$ cat config.mk
export PLATFORM = sky130hd
export DESIGN_NAME = fp_to_fix_flat
export DESIGN_NICKNAME = d
export VERILOG_FILES = /design/src/rtl/fp_pkg.sv /design/src/rtl/fp_to_fix_if.sv /design/src/rtl/fp_to_fix_pack.sv /design/src/rtl/fp_to_fix.sv /design/src/flat_wrapper.sv
export SDC_FILE = /design/constraint.sdc
export NUM_CORES = 1
export LEC_CHECK = 0
export ABC_AREA = 1
export BUFFER_PORTS_ARGS = -buffer_cell sky130_fd_sc_hd__buf_4
export CORE_UTILIZATION = 52
export DETAILED_ROUTE_END_ITERATION = 10
export HOLD_SLACK_MARGIN = 0.1
export PLACE_DENSITY = 0.75
export REMOVE_ABC_BUFFERS = 1
export SLEW_MARGIN = 20
export SYNTH_ARGS = -nofsm -noshare
export SYNTH_HDL_FRONTEND = slang
export SYNTH_SLANG_ARGS = --single-unit
$ cat constraint.sdc
create_clock -name clk -period 2.4 [get_ports clk]
set_input_delay 0.24 -clock clk [delete_from_list [all_inputs] [get_ports clk]]
set_output_delay 0.24 -clock clk [all_outputs]
set_load 0.02 [all_outputs]
$ cat src/rtl/fp_pkg.sv
// fp_pkg: widths and state encoding shared by the fp_* decoder family.
// Holds the 13-bit float field widths, the fixed-point fraction width and
// the conversion FSM state type, plus the magnitude-load helper.
package fp_pkg;

   localparam int EXP_W      = 4;
   localparam int FRAC_W     = 8;
   localparam int FIX_FRAC_W = 8;
   // Wide enough for the largest fraction shifted by the largest exponent.
   localparam int MAG_W      = 23;

   typedef enum logic [1:0] {
      IDLE  = 2'd0,
      SHIFT = 2'd1,
      DONE  = 2'd2
   } fp_state_e;

   // Place the fraction in the magnitude register so its LSB lands on the
   // fixed-point LSB weight (2^-FIX_FRAC_W).
   function automatic logic [MAG_W-1:0] load_mag(input logic [FRAC_W-1:0] frac);
      logic [MAG_W-1:0] ext;
      ext      = {{(MAG_W-FRAC_W){1'b0}}, frac};
      load_mag = ext << (FIX_FRAC_W - FRAC_W);
   endfunction

endpackage

$ cat src/rtl/fp_to_fix_if.sv
// fp_to_fix_if: operand-in / result-out valid-ready bundle for fp_to_fix.
// slave is the converter side, master is the producer/consumer side.
interface fp_to_fix_if
   import fp_pkg::*;
#(
   parameter int OUT_W = 24
) ();

   logic              in_valid;
   logic              in_ready;
   logic              sign_in;
   logic [EXP_W-1:0]  exp_in;
   logic [FRAC_W-1:0] frac_in;
   logic              out_valid;
   logic              out_ready;
   logic [OUT_W-1:0]  out_data;
   logic              out_ovf;

   modport slave (
      input  in_valid, sign_in, exp_in, frac_in, out_ready,
      output in_ready, out_valid, out_data, out_ovf
   );

   modport master (
      output in_valid, sign_in, exp_in, frac_in, out_ready,
      input  in_ready, out_valid, out_data, out_ovf
   );

endinterface

$ cat src/rtl/fp_to_fix_pack.sv
// fp_to_fix_pack: turns the final unsigned magnitude and sign into the
// OUT_W-bit two's-complement word and its overflow flag.
// Build option FP_TO_FIX_SAT_EN: saturate on overflow instead of wrapping.
module fp_to_fix_pack
   import fp_pkg::*;
#(
   parameter int OUT_W = 24
) (
   input  logic [MAG_W-1:0] mag_i,
   input  logic             sign_i,
   input  logic             zero_i,
   output logic [OUT_W-1:0] data_o,
   output logic             ovf_o
);

   localparam logic [MAG_W:0] ONE_C     = {{MAG_W{1'b0}}, 1'b1};
   // Largest representable negative magnitude is 2^(OUT_W-1).
   localparam logic [MAG_W:0] NEG_LIM_C = ONE_C << (OUT_W - 1);
   localparam logic [MAG_W:0] POS_LIM_C = NEG_LIM_C - ONE_C;
   localparam logic [OUT_W-1:0] SAT_POS_C = {1'b0, {(OUT_W-1){1'b1}}};
   localparam logic [OUT_W-1:0] SAT_NEG_C = {1'b1, {(OUT_W-1){1'b0}}};

   logic [MAG_W:0] mag_ext_s;
   logic [MAG_W:0] exact_s;
   logic           neg_s;

   // A zero fraction always yields +0, so the sign is dropped for it.
   assign mag_ext_s = {1'b0, mag_i};
   assign neg_s     = sign_i & ~zero_i;

   // Exact signed value, range check against the word limits, and the
   // overflow policy (saturate or keep the low OUT_W bits).
   always_comb begin
      exact_s = mag_ext_s;
      ovf_o   = 1'b0;
      data_o  = {OUT_W{1'b0}};
      if (neg_s) begin
         exact_s = (~mag_ext_s) + ONE_C;
         ovf_o   = (mag_ext_s > NEG_LIM_C);
      end else begin
         exact_s = mag_ext_s;
         ovf_o   = (mag_ext_s > POS_LIM_C);
      end
`ifdef FP_TO_FIX_SAT_EN
      if (ovf_o) begin
         if (neg_s) begin
            data_o = SAT_NEG_C;
         end else begin
            data_o = SAT_POS_C;
         end
      end else begin
         data_o = exact_s[OUT_W-1:0];
      end
`else
      data_o = exact_s[OUT_W-1:0];
`endif
   end

endmodule

$ cat src/rtl/fp_to_fix.sv
// fp_to_fix: iterative 13-bit float to signed fixed-point (8 fractional
// bits) converter. One left shift per cycle, exp shifts per operand.
// Build option FP_TO_FIX_SAT_EN selects saturation on overflow (see
// fp_to_fix_pack); otherwise overflowing results wrap.
module fp_to_fix
   import fp_pkg::*;
#(
   parameter int OUT_W = 24
) (
   input  logic        clk,
   input  logic        reset,
   fp_to_fix_if.slave  bus
);

   localparam logic [EXP_W-1:0] CNT_LAST_C = {{(EXP_W-1){1'b0}}, 1'b1};

   fp_state_e         state_q,     state_d;
   logic              sign_q,      sign_d;
   logic              zero_q,      zero_d;
   logic [MAG_W-1:0]  mag_q,       mag_d;
   logic [EXP_W-1:0]  cnt_q,       cnt_d;
   logic              in_ready_q,  in_ready_d;
   logic              out_valid_q, out_valid_d;
   logic [OUT_W-1:0]  out_data_q,  out_data_d;
   logic              out_ovf_q,   out_ovf_d;

   logic [OUT_W-1:0]  pack_data_s;
   logic              pack_ovf_s;

   // The packer sees the next-state magnitude so the result can be
   // registered on the very edge that enters DONE.
   fp_to_fix_pack #(
      .OUT_W (OUT_W)
   ) u_pack (
      .mag_i  (mag_d),
      .sign_i (sign_d),
      .zero_i (zero_d),
      .data_o (pack_data_s),
      .ovf_o  (pack_ovf_s)
   );

   // Next-state, datapath and handshake-output logic of the conversion FSM.
   always_comb begin
      state_d     = state_q;
      sign_d      = sign_q;
      zero_d      = zero_q;
      mag_d       = mag_q;
      cnt_d       = cnt_q;
      in_ready_d  = in_ready_q;
      out_valid_d = out_valid_q;
      out_data_d  = out_data_q;
      out_ovf_d   = out_ovf_q;
      case (state_q)
         IDLE: begin
            if (bus.in_valid) begin
               sign_d     = bus.sign_in;
               zero_d     = (bus.frac_in == {FRAC_W{1'b0}});
               mag_d      = load_mag(bus.frac_in);
               cnt_d      = bus.exp_in;
               in_ready_d = 1'b0;
               if (bus.exp_in == {EXP_W{1'b0}}) begin
                  state_d     = DONE;
                  out_valid_d = 1'b1;
                  out_data_d  = pack_data_s;
                  out_ovf_d   = pack_ovf_s;
               end else begin
                  state_d = SHIFT;
               end
            end else begin
               state_d    = IDLE;
               in_ready_d = 1'b1;
            end
         end
         SHIFT: begin
            mag_d = mag_q << 1;
            cnt_d = cnt_q - CNT_LAST_C;
            if (cnt_q == CNT_LAST_C) begin
               state_d     = DONE;
               out_valid_d = 1'b1;
               out_data_d  = pack_data_s;
               out_ovf_d   = pack_ovf_s;
            end else begin
               state_d = SHIFT;
            end
         end
         DONE: begin
            // No new operand is taken on the result handshake edge.
            if (bus.out_ready) begin
               state_d     = IDLE;
               out_valid_d = 1'b0;
               in_ready_d  = 1'b1;
            end else begin
               state_d     = DONE;
               out_valid_d = 1'b1;
            end
         end
         default: begin
            state_d     = IDLE;
            in_ready_d  = 1'b1;
            out_valid_d = 1'b0;
         end
      endcase
   end

   // State and output registers with synchronous reset.
   always_ff @(posedge clk) begin
      if (reset) begin
         state_q     <= IDLE;
         sign_q      <= 1'b0;
         zero_q      <= 1'b0;
         mag_q       <= {MAG_W{1'b0}};
         cnt_q       <= {EXP_W{1'b0}};
         in_ready_q  <= 1'b1;
         out_valid_q <= 1'b0;
         out_data_q  <= {OUT_W{1'b0}};
         out_ovf_q   <= 1'b0;
      end else begin
         state_q     <= state_d;
         sign_q      <= sign_d;
         zero_q      <= zero_d;
         mag_q       <= mag_d;
         cnt_q       <= cnt_d;
         in_ready_q  <= in_ready_d;
         out_valid_q <= out_valid_d;
         out_data_q  <= out_data_d;
         out_ovf_q   <= out_ovf_d;
      end
   end

   assign bus.in_ready  = in_ready_q;
   assign bus.out_valid = out_valid_q;
   assign bus.out_data  = out_data_q;
   assign bus.out_ovf   = out_ovf_q;

endmodule

$ cat src/flat_wrapper.sv
// flat-port wrapper written by rule: the top's interface ports become plain ports
module fp_to_fix_flat import fp_pkg::*;
#(
   parameter int OUT_W = 24
)
  (clk, reset, bus_in_valid, bus_sign_in, bus_exp_in, bus_frac_in, bus_out_ready, bus_in_ready, bus_out_valid, bus_out_data, bus_out_ovf);
  fp_to_fix_if #(.OUT_W(OUT_W)) bus_i ();
  input  logic clk;
  input  logic reset;
  input wire logic [$bits(bus_i.in_valid)-1:0] bus_in_valid;
  input wire logic [$bits(bus_i.sign_in)-1:0] bus_sign_in;
  input wire logic [$bits(bus_i.exp_in)-1:0] bus_exp_in;
  input wire logic [$bits(bus_i.frac_in)-1:0] bus_frac_in;
  input wire logic [$bits(bus_i.out_ready)-1:0] bus_out_ready;
  output wire logic [$bits(bus_i.in_ready)-1:0] bus_in_ready;
  output wire logic [$bits(bus_i.out_valid)-1:0] bus_out_valid;
  output wire logic [$bits(bus_i.out_data)-1:0] bus_out_data;
  output wire logic [$bits(bus_i.out_ovf)-1:0] bus_out_ovf;
  assign bus_i.in_valid = bus_in_valid;
  assign bus_i.sign_in = bus_sign_in;
  assign bus_i.exp_in = bus_exp_in;
  assign bus_i.frac_in = bus_frac_in;
  assign bus_i.out_ready = bus_out_ready;
  assign bus_in_ready = bus_i.in_ready;
  assign bus_out_valid = bus_i.out_valid;
  assign bus_out_data = bus_i.out_data;
  assign bus_out_ovf = bus_i.out_ovf;
  fp_to_fix #(.OUT_W(OUT_W)) u_core (.clk(clk), .reset(reset), .bus(bus_i));
endmodule
==> flow_summary.ini <==
[cells_and_area]
layout-drive-gt1-share = 0.189
seqCellArea_um2 = 1170
final_common_cell = nand2_1
area_growth_pct = 22.2
nNetsFinal = 550
layout_common_cells = nand2_1 (133), nor2_1 (67), buf_4 (59), dfxtp_1 (56), inv_1 (54)
stdcell_area_um2 = 3830
nFillCells = 520
insertedDiodeCount = 0
multi_input_area_um2 = 1670

[routing]
wl_per_cell_um = 12.3
ant_nets = 0
wl_um = 7480
vias_per_cell = 5.18
drtIter0Drc = 142
vias = 3143
drc_errors = 0
first_pass_iters = 4

[floorplanning]
rows = 27
dieArea_um2 = 6340
start_util = 0.556
die_h_um = 79.6
ios = 44
core_area_um2 = 5640
die_width_um = 79.6

[grt]
grt_pass1_wl_um = 13100
grt_pass1_vias = 2972
grt_max_degree = 31
grt.total_usage = 0.267
grt.overflow.total = 0
antenna_found_initial = 0

[pwr]
ir_drop_uv = 551
p_total_mw = 3.09
leakage_nw = 1.96
power_density_nw_per_um2 = 807

[clock_tree]
cts_root_buffer = clkbuf_8
clock_sinks = 58
clkTransAtPathRegs_ns = 0.07
cts_hold_buf = 0
htreeDepth = 3
cts_tree = done
cts_buffer_depth = 2
clock_latency_ns = 0.34
cts_made_buffers = 9

[critical_path]
ff2ff_path_depth = 15
crit_path_end_kind = flop
crit_type = reg2reg
timing.rr.end = u_core.bus.out_data[19]
cpMaxStageDelayCell = dfxtp_4
cp.arrival_ns = 2.39
path_buf_inv = 3
path_delay_family = simple AND/OR/NAND/NOR gates
rrSetupSlack_ns = 0.25
crit_chain = inv_4 > o21ai_2 > buf_4 > nand2_1 > nand3_1 > nor2_1 > nand2_1 > nor2_2 > nand3_2 > nand2_2 > nand2_1 > nand2_1 > nand3_1 > nand2_1 > inv_1
cp_common_cell = nand2_1
critPathMaxFanout = 21
crit_path_start_kind = flop
cp_data_required_time_ns = 2.64
r2r-start = u_core.state_q[1]
slowest_delay_ns = 0.39

[synthesis]
synth_area_um2 = 3130
synth.avg_cell_area_um2 = 6.54
yosys_warnings = 0
async_flop_share = 0
ys_seq_elements = 58
ys.flop_type = dfxtp_1
synth.distinct_cells = 39
seq_area_frac_synth = 0.370
syn-instance-count = 479
synth_edf_count = 0

[timing]
final_min_period_over_clock_period = 0.896
fmax_mhz = 465
hold_viol = 0
skew_ns = 0.00959
relSlewSlack = 0.561
worstMarginPinSlew_ns = 0.652
rsz0062_at_grt = no
timing.final.crit_period_ns = 2.15
setup_viol = 0
finalMaxSlewViolations = 0

[job]
cap_violations = 0

[placement]
place.gp.congestion = 0.895
placement.cell_area_um2 = 3560
hpwl_um = 5340
port_buffers = 43

[hold_path]
holdCritPathClass = in2reg
hold_path_end = u_core.sign_q
min-delay-start = bus_sign_in
hold_depth = 3

[run_status]
status = complete, no violations
==> sequential cells by signal (all words and copies together), names as in the netlist <==
name,count
u_core.bus.out_data,24
u_core.mag_q,23
u_core.cnt_q,4
u_core.state_q,2
u_core.bus.in_ready,1
u_core.bus.out_ovf,1
u_core.bus.out_valid,1
u_core.sign_q,1
u_core.zero_q,1
==> Yosys cell counts, types with 4 or more instances <==
| cell | instances | share of area |
|---|---|---|
| nor3_1 | 4 | 0.0064 |
| nand3_1 | 28 | 0.045 |
| dfxtp_1 | 58 | 0.37 |
| xor2_1 | 10 | 0.028 |
| nand2_1 | 133 | 0.16 |
| a21oi_1 | 21 | 0.034 |
| clkbuf_1 | 9 | 0.011 |
| nand4_1 | 6 | 0.012 |
| inv_1 | 55 | 0.066 |
| o21ai_1 | 5 | 0.0080 |
| nor2_1 | 69 | 0.083 |
| o21ai_0 | 23 | 0.037 |
| buf_4 | 6 | 0.014 |
| o21a_1 | 8 | 0.019 |
==> layer usage <==
layer	wire length, um	track usage
met1	3570	0.333
met2	3450	0.442
met3	340	0.0811
met4	112	0.0709
met5	0	0
==> worst min-delay path, cell delays in order <==
cell and delay (ns):
buf_4 0.08, o21ai_2 0.07, nor2_1 0.07
==> power by group <==
| group | internal (mW) | leakage, nW | switching (mW) | total, mW |
|---|---|---|---|---|
| registers | 1.06 | 0.475 | 0.0616 | 1.12 |
| logic | 0.347 | 1.37 | 0.564 | 0.911 |
| clock network | 0.668 | 0.119 | 0.390 | 1.06 |
==> cell type report <==
type                       instances  share of cell area
multi-input combinational        343               0.436
sequential                        58               0.305
clock buffer                      12              0.0431
timing repair buffer              59               0.116
clock inverter                     4              0.0190
inverter                          59              0.0585
tap                               72              0.0235
==> worst max path at each step <==
stage	start	end	slack, ns	cells after the start
floorplan	u_core.state_q[1]	u_core.bus.out_data[1]	-0.58	8
global placement	u_core.state_q[1]	u_core.bus.out_data[12]	0.12	16
detailed placement	u_core.state_q[1]	u_core.bus.out_data[12]	0.05	16
CTS	u_core.state_q[1]	u_core.bus.out_data[12]	0.02	16
global route	u_core.state_q[1]	u_core.bus.out_data[12]	0.02	16
finish	u_core.state_q[1]	u_core.bus.out_data[19]	0.25	15
==> logic make-up (layout without fill, tap and decap cells) <==
kind of cell	Yosys count	after routing	share of synthesized area
and+or+nand+nor	252	252	0.333
AOI/OAI and AO/OA	78	78	0.152
buffers and inverters	78	134	0.105
DFF	58	58	0.370
xor gates and xnor gates	10	10	0.0279
adders and majority gates	3	3	0.0120
==> timing repair <==
action	4_1_cts	5_1_grt
gates resized for setup	0	8
setup endpoints to repair	0	17
setup buffers	0	1
==> through the flow <==
step | setup TNS [ns] | utilization | hold slack [ns] | cells | setup WS, ns
2_1_floorplan | -6.98 | - | 0.309 | 460 | -0.578
3_3_place_gp | 0 | 0.631 | 0.428 | 590 | 0.119
3_5_place_dp | 0 | 0.631 | 0.432 | 590 | 0.0486
4_1_cts | 0 | 0.673 | 0.162 | 606 | 0.0209
5_1_grt | 0 | 0.679 | 0.164 | 607 | 0.0217
6_report | 0 | 0.679 | 0.164 | 607 | 0.250
No activity file was read; power rests on OpenSTA's default activity.
